File: src/rtl/vblank_sched.sv
// Per-frame update scheduler: on a vs rising edge, runs each requester once via start/done.
// Define VBLANK_SCHED_WATCHDOG_EN to add the per-requester watchdog and timeout_err.
module vblank_sched #(
  parameter int N         = 3,
  parameter int FRAME_DIV = 1,
  parameter int TIMEOUT   = 20000
) (
  input  logic          vga_clk,
  input  logic          clr,
  input  logic          vs,
  input  logic          pause,
  input  logic [N-1:0]  done,
  output logic [N-1:0]  start,
  output logic          busy,
  output logic          frame_done,
  output logic [15:0]   frame_cnt,
  output logic          missed,
  output logic          timeout_err
);
  localparam int IW = (N > 1) ? $clog2(N) : 1;
  localparam int DW = (FRAME_DIV > 1) ? $clog2(FRAME_DIV) : 1;
  localparam logic [1:0] IDLE  = 2'd0;
  localparam logic [1:0] ISSUE = 2'd1;
  localparam logic [1:0] WAIT  = 2'd2;
  localparam logic [IW-1:0] LAST     = IW'(N - 1);
  localparam logic [DW-1:0] DIV_LAST = DW'(FRAME_DIV - 1);

  logic [1:0]    state;
  logic [IW-1:0] idx;
  logic [DW-1:0] div_cnt;
  logic          vs_d, vs_edge, eligible, issue, advance;

  // vs_d resets high so a vs already high at reset release is not an edge
  assign vs_edge  = vs & ~vs_d;
  assign eligible = vs_edge & ~pause & (state == IDLE);
  assign issue    = eligible & (div_cnt == '0);
  assign busy     = (state != IDLE);

  always_comb begin
    start = '0;
    if (state == ISSUE) start = N'(1) << idx;
  end

`ifdef VBLANK_SCHED_WATCHDOG_EN
  localparam int WW = $clog2(TIMEOUT + 1);
  logic [WW-1:0] wd_cnt;
  logic          wd_fire;

  // Fires on the TIMEOUT-th WAIT cycle, so the next start lands TIMEOUT+1 after the previous
  assign wd_fire = (state == WAIT) && (wd_cnt == WW'(TIMEOUT - 1)) && !done[idx];
  assign advance = (state == WAIT) && (done[idx] || wd_fire);

  always_ff @(posedge vga_clk or posedge clr) begin
    if (clr) begin
      wd_cnt      <= '0;
      timeout_err <= 1'b0;
    end else begin
      if (state != WAIT)               wd_cnt <= '0;
      else if (wd_cnt != WW'(TIMEOUT)) wd_cnt <= wd_cnt + 1'b1;
      if (wd_fire) timeout_err <= 1'b1;
    end
  end
`else
  assign advance     = (state == WAIT) && done[idx];
  assign timeout_err = 1'b0;
`endif

  always_ff @(posedge vga_clk or posedge clr) begin
    if (clr) begin
      state      <= IDLE;
      idx        <= '0;
      div_cnt    <= '0;
      vs_d       <= 1'b1;
      frame_cnt  <= '0;
      frame_done <= 1'b0;
      missed     <= 1'b0;
    end else begin
      vs_d       <= vs;
      frame_done <= 1'b0;
      missed     <= vs_edge & (state != IDLE);
      if (vs_edge)  frame_cnt <= frame_cnt + 16'd1;
      if (eligible) div_cnt   <= (div_cnt == DIV_LAST) ? '0 : div_cnt + 1'b1;
      case (state)
        IDLE:  if (issue) begin
                 state <= ISSUE;
                 idx   <= '0;
               end
        ISSUE: state <= WAIT;
        WAIT:  if (advance) begin
                 if (idx == LAST) begin
                   state      <= IDLE;
                   frame_done <= 1'b1;
                 end else begin
                   state <= ISSUE;
                   idx   <= idx + 1'b1;
                 end
               end
        default: state <= IDLE;
      endcase
    end
  end
endmodule
File: config.mk
export PLATFORM = sky130hd
export DESIGN_NAME = vblank_sched
export DESIGN_NICKNAME = d
export VERILOG_FILES = /design/src/rtl/vblank_sched.sv
export SDC_FILE = /design/constraint.sdc
export NUM_CORES = 1
export LEC_CHECK = 0
export ABC_AREA = 0
export CORE_UTILIZATION = 40
export CTS_BUF_LIST = sky130_fd_sc_hd__clkbuf_4 sky130_fd_sc_hd__clkbuf_8
export DETAILED_ROUTE_END_ITERATION = 7
export PLACE_DENSITY = 0.68
export SYNTH_ARGS = -nofsm -noshare
export SYNTH_HDL_FRONTEND = slang
export SYNTH_SLANG_ARGS = --single-unit
File: constraint.sdc
create_clock -name vga_clk -period 3.2 [get_ports vga_clk]
set_clock_uncertainty 0.2 [all_clocks]
set_input_delay 0.64 -clock vga_clk [delete_from_list [all_inputs] [get_ports vga_clk]]
set_output_delay 0.64 -clock vga_clk [all_outputs]
set_load 0.1 [all_outputs]
* Word level (Yosys, flattened, before mapping)
Cells that the tools add are included.
Storage, ports and cells: register bits after elaboration 24, bits of input ports 7, output and inout port bits 23, word-level logic and storage cells 47
Operators by class: add/subtract/negate cells 3, magnitude comparators 1, equal/unequal tests 6, shift operators 1, muxes and demuxes 15, bitwise gates (word level) 8, reduce and logical (&&, ||, !) cells 6
Operator list (number):
- adder 16 x 1 -> 16 bit, second input constant | 1
- two-way mux 2 bit | 5
- two-way mux 1 bit | 6
- != test 2 bit, second input constant | 3
- one-hot mux 2 bit (3 select lines) | 1
- bitwise AND 1 bit | 5
- equality test 2 bit, second input constant | 2
- one-hot mux 2 bit (2 select lines) | 1
- AND reduction 4 bit | 1
- nonzero test 2 bit | 2
- < comparator 2 x 3 -> 1 bit, second input constant | 1
- two-way mux 3 bit | 1
- inverter 1 bit | 3
- left shift 1 x 2 -> 3 bit, first input constant | 1
- adder 2 x 1 -> 2 bit, second input constant | 1
- binary-select mux 1 bit (select 2 bit) | 1
- equality test 2 x 1 -> 1 bit, second input constant | 1
- zero test 2 bit | 1
- AND reduction 2 bit | 1
- adder 1 bit, second input constant | 1
- logical AND 1 bit | 1

* Logic depth before layout (Yosys ltp)
word-level depth 7, depth in mapped cells 6, gate-level depth less buffers 6

* Worst setup path after synthesis
No wires, ideal clock.
path kind register -> output, from reg idx[0], to out start[2], arrival time 2.755 ns, data required time 2.360 ns, setup slack -0.395 ns, stages on the path, launching flop included 5, buffers on the path 0, path through dfrtp_1 inv_1 ha_1 inv_1 nor3_1
On the way: cells in the longest elaborated chain, start to end 2
Ends and longest elaborated chain:
- start: declaration | line 29 | logic [IW-1:0] idx;
- start signal: assignment | line 95 | idx <= idx + 1'b1;
- left shift 1 x 2 -> 3 bit | line 41 | if (state == ISSUE) start = N'(1) << idx;
- two-way mux 3 bit | line 41
- end: declaration | line 13 | output logic [N-1:0] start,
Every way passes these cells.

* Worst setup path in the final report
Ends and elaborated chain as after synthesis.

==> impl_metrics.toml <==
[synthesis]
syn_inst = 95
synth.distinct_cells = 33
ys_ff_latch = 23
avgSynthCellArea_um2 = 11.8
yosysWarnings = 0
syn_area_um2 = 1120
synth_nets = 106
ys_seq_area_share_pct = 51.5

[place]
place.gp.congestion = 0.781
dp_hpwl_mm = 1.53
io_buffers = 28
postPlaceCellArea_um2 = 1380

[critical_path]
crit_arrival_ns = 1.56
worstRegToRegCells = 6
cp_common_cell = "inv_1"
cpPeakStageDelay_ns = 0.47
crit_chain = "inv_1 -> ha_1 -> inv_1 -> nor3_2 -> buf_4"
end_kind = "output port"
critPathRequiredTime_ns = 2.36
critPathLaunchType = "flip-flop"
reg2reg_slack_ns = 1.48
critPathKind = "reg -> out"
reg2reg_to = "idx[0]$_DFFE_PP0P_"
slowest_stage = "dfrtp_1"
r2r_start = "idx[0]$_DFFE_PP0P_"
crit_path_max_fanout = 6

[sta]
tns_ns = 0
relSlewSlack_pct = 42.9
rsz0062_at_grt = "false"
finalMaxSlewViolations = 0
finalSetupViolCount = 0
tightest_slew_ns = 0.855
fin_crit_sh_pct = 75.1
min_period_ns = 2.40
hold_violations = 0
fmax_ghz = 0.416

[route]
wl_mm = 2.00
avgRoutedWirePerCell_um = 12.8
first_pass_iters = 2
drt_iter0_drc = 6
vias = 770
vias_per_cell = 4.94
drc = 0
ant_nets = 0

[global_routing]
grt_antenna_before_repair = 0
grt_remaining_overflow = 0
grt_max_degree = 24
grt_pass1_vias = 726
grt_first_pass_wirelength_mm = 3.24
grt_usage_pct = 15.6

[floorplanning]
die_h_um = 54.9
core_area_um2 = 2570
rows = 18
dieArea_um2 = 3020
start_util_pct = 43.6
die_w_um = 54.9
ios = 30

[finish]
postLayoutCellArea_um2 = 1410
multi_input_area_um2 = 518
nNetsFinal = 138
fillers = 252
area_growth_pct = 25.9
ff_latch_area_um2 = 577
antennaDiodeCount = 0
layout-drive-gt1-share_pct = 32.5

[outcome]
outcome = "finished clean"

[clock_tree]
clock-sinks = 23
clk_pin_slew_worst_paths_ns = 0.12
tritoncts = "built"
cts_inserted_buffers = 3
htreeDepth = 1
post_cts_buffers = 0
cts_resized = 0
clock_path_buffers = 2
cts_root_buf = "clkbuf_4"
insertion_delay_ns = 0.30
holdBufCountCts = 0

[hold_path]
hold_path_end = "frame_cnt[15]$_DFFE_PP0N_"
whs_path_depth = 1
hp-start = "frame_cnt[15]$_DFFE_PP0N_"
hold_path_class = "reg -> reg"

[power_and_ir_drop]
irDropWorstVdd_v = 0.000672
p_leak_nw = 0.704
finalPower_mw = 1.29
power_density_nw_per_um2 = 916

[flow_run]
drv_cap = 0
-- Yosys cell counts --
cell	instances	area, µm²
dfrtp_1	22	551
xnor2_1	12	105
nand2_1	7	26.3
inv_1	6	22.5
and2_1	4	25.0
ha_1	4	50.1
nand3_1	3	15.0
nand4_1	3	18.8
nor2_1	3	11.3
xor2_1	3	26.3
a22o_1	2	17.5
and2b_1	2	15.0
and3_1	2	12.5
nor2_2	2	12.5
nor3_2	2	20.0
a32o_2	1	11.3
and4_1	1	8.76
buf_4	1	7.51
conb_1	1	3.75
dfstp_2	1	26.3
mux2_2	1	11.3
mux2i_1	1	10.0
nand2b_1	1	6.26
nand3b_1	1	7.51
nand3b_4	1	20.0
nand4_2	1	12.5
nand4b_2	1	15.0
nor2_4	1	11.3
nor3_1	1	5.00
o211ai_2	1	12.5
o21ai_2	1	8.76
o21bai_1	1	7.51
or2_2	1	6.26
-- worst max path at each step --
stage / depth (start not counted) / slack [ns] / startpoint / end
2_1_floorplan: 4 / 0.47 / idx[0]$_DFFE_PP0P_ / start[2]
3_3_place_gp: 5 / 0.97 / vs / idx[0]$_DFFE_PP0P_
3_5_place_dp: 5 / 0.93 / vs / idx[0]$_DFFE_PP0P_
4_1_cts: 5 / 0.78 / idx[0]$_DFFE_PP0P_ / start[2]
5_1_grt: 5 / 0.66 / idx[0]$_DFFE_PP0P_ / start[2]
6_report: 5 / 0.80 / idx[0]$_DFFE_PP0P_ / start[2]
-- state kept, by name (all words and copies together) (netlist names) --
name	count
frame_done	1
idx	2
missed	1
vs_d	1
state	2
frame_cnt	16
-- power by group --
group          total [mW]  internal, mW  switching, mW
Clock               0.140        0.0571         0.0826
Sequential          0.430         0.351         0.0798
Combinational       0.721         0.176          0.546
-- placed cells by master, fill, tap and decap left out, types with 2 or more instances in the layout --
master	count
xnor2_1	12
clkbuf_4	4
inv_1	6
ha_1	4
and3_1	2
nor3_2	3
and2_1	4
dfrtp_1	22
nor2_1	3
nand4_1	3
a22o_1	2
nand3_1	3
buf_4	22
xor2_1	3
and2b_1	2
nand2_1	7
nor2_2	2
clkdlybuf4s50_1	6
-- worst max-delay path, delay by kind of cell, from the launching register on --
kind	cells	cell delay, ns
buffers and inverters	3	0.50
DFF	1	0.47
adders and majority gates	1	0.18
and+or+nand+nor	1	0.11
-- routing by layer --
layer / track usage (%) / vias to the layer above / wire length, µm
met1: 19.3 / 371 / 948
met3: 5.74 / 2 / 94
met5: 0 / - / 0
li1: - / 377 / -
met4: 5.00 / 0 / 13
met2: 25.1 / 20 / 940
-- layout make-up --
class | instances | share of cell area, %
clock buffer | 4 | 2.13
inverter | 6 | 1.60
multi-input combinational | 65 | 36.7
sequential | 23 | 40.9
tap | 30 | 2.66
timing repair buffer | 28 | 16.0
-- cell families (layout without fill, tap and decap cells) --
family                     after synthesis  count (layout)  share of synthesized area [%]
and+or+nand+nor                         37              37                           22.2
DFF                                     23              23                           51.5
xor gates and xnor gates                15              15                           11.7
buffers and inverters                    7              38                           2.68
AOI/OAI and AO/OA                        6               6                           5.14
adders and majority gates                4               4                           4.47
muxes                                    2               2                           1.90
other                                    1               1                          0.335
-- per-stage QoR --
stage          hold slack, ns  worst slack [ns]  utilization [%]  std cells
6_report                0.299             0.796             54.9        156
4_1_cts                 0.310             0.779             54.9        156
3_3_place_gp            0.265             0.973             53.8        152
3_5_place_dp            0.293             0.934             53.8        152
2_1_floorplan           0.341             0.468                -         95
5_1_grt                 0.334             0.661             54.9        156
(Power assumes the default switching activity.)
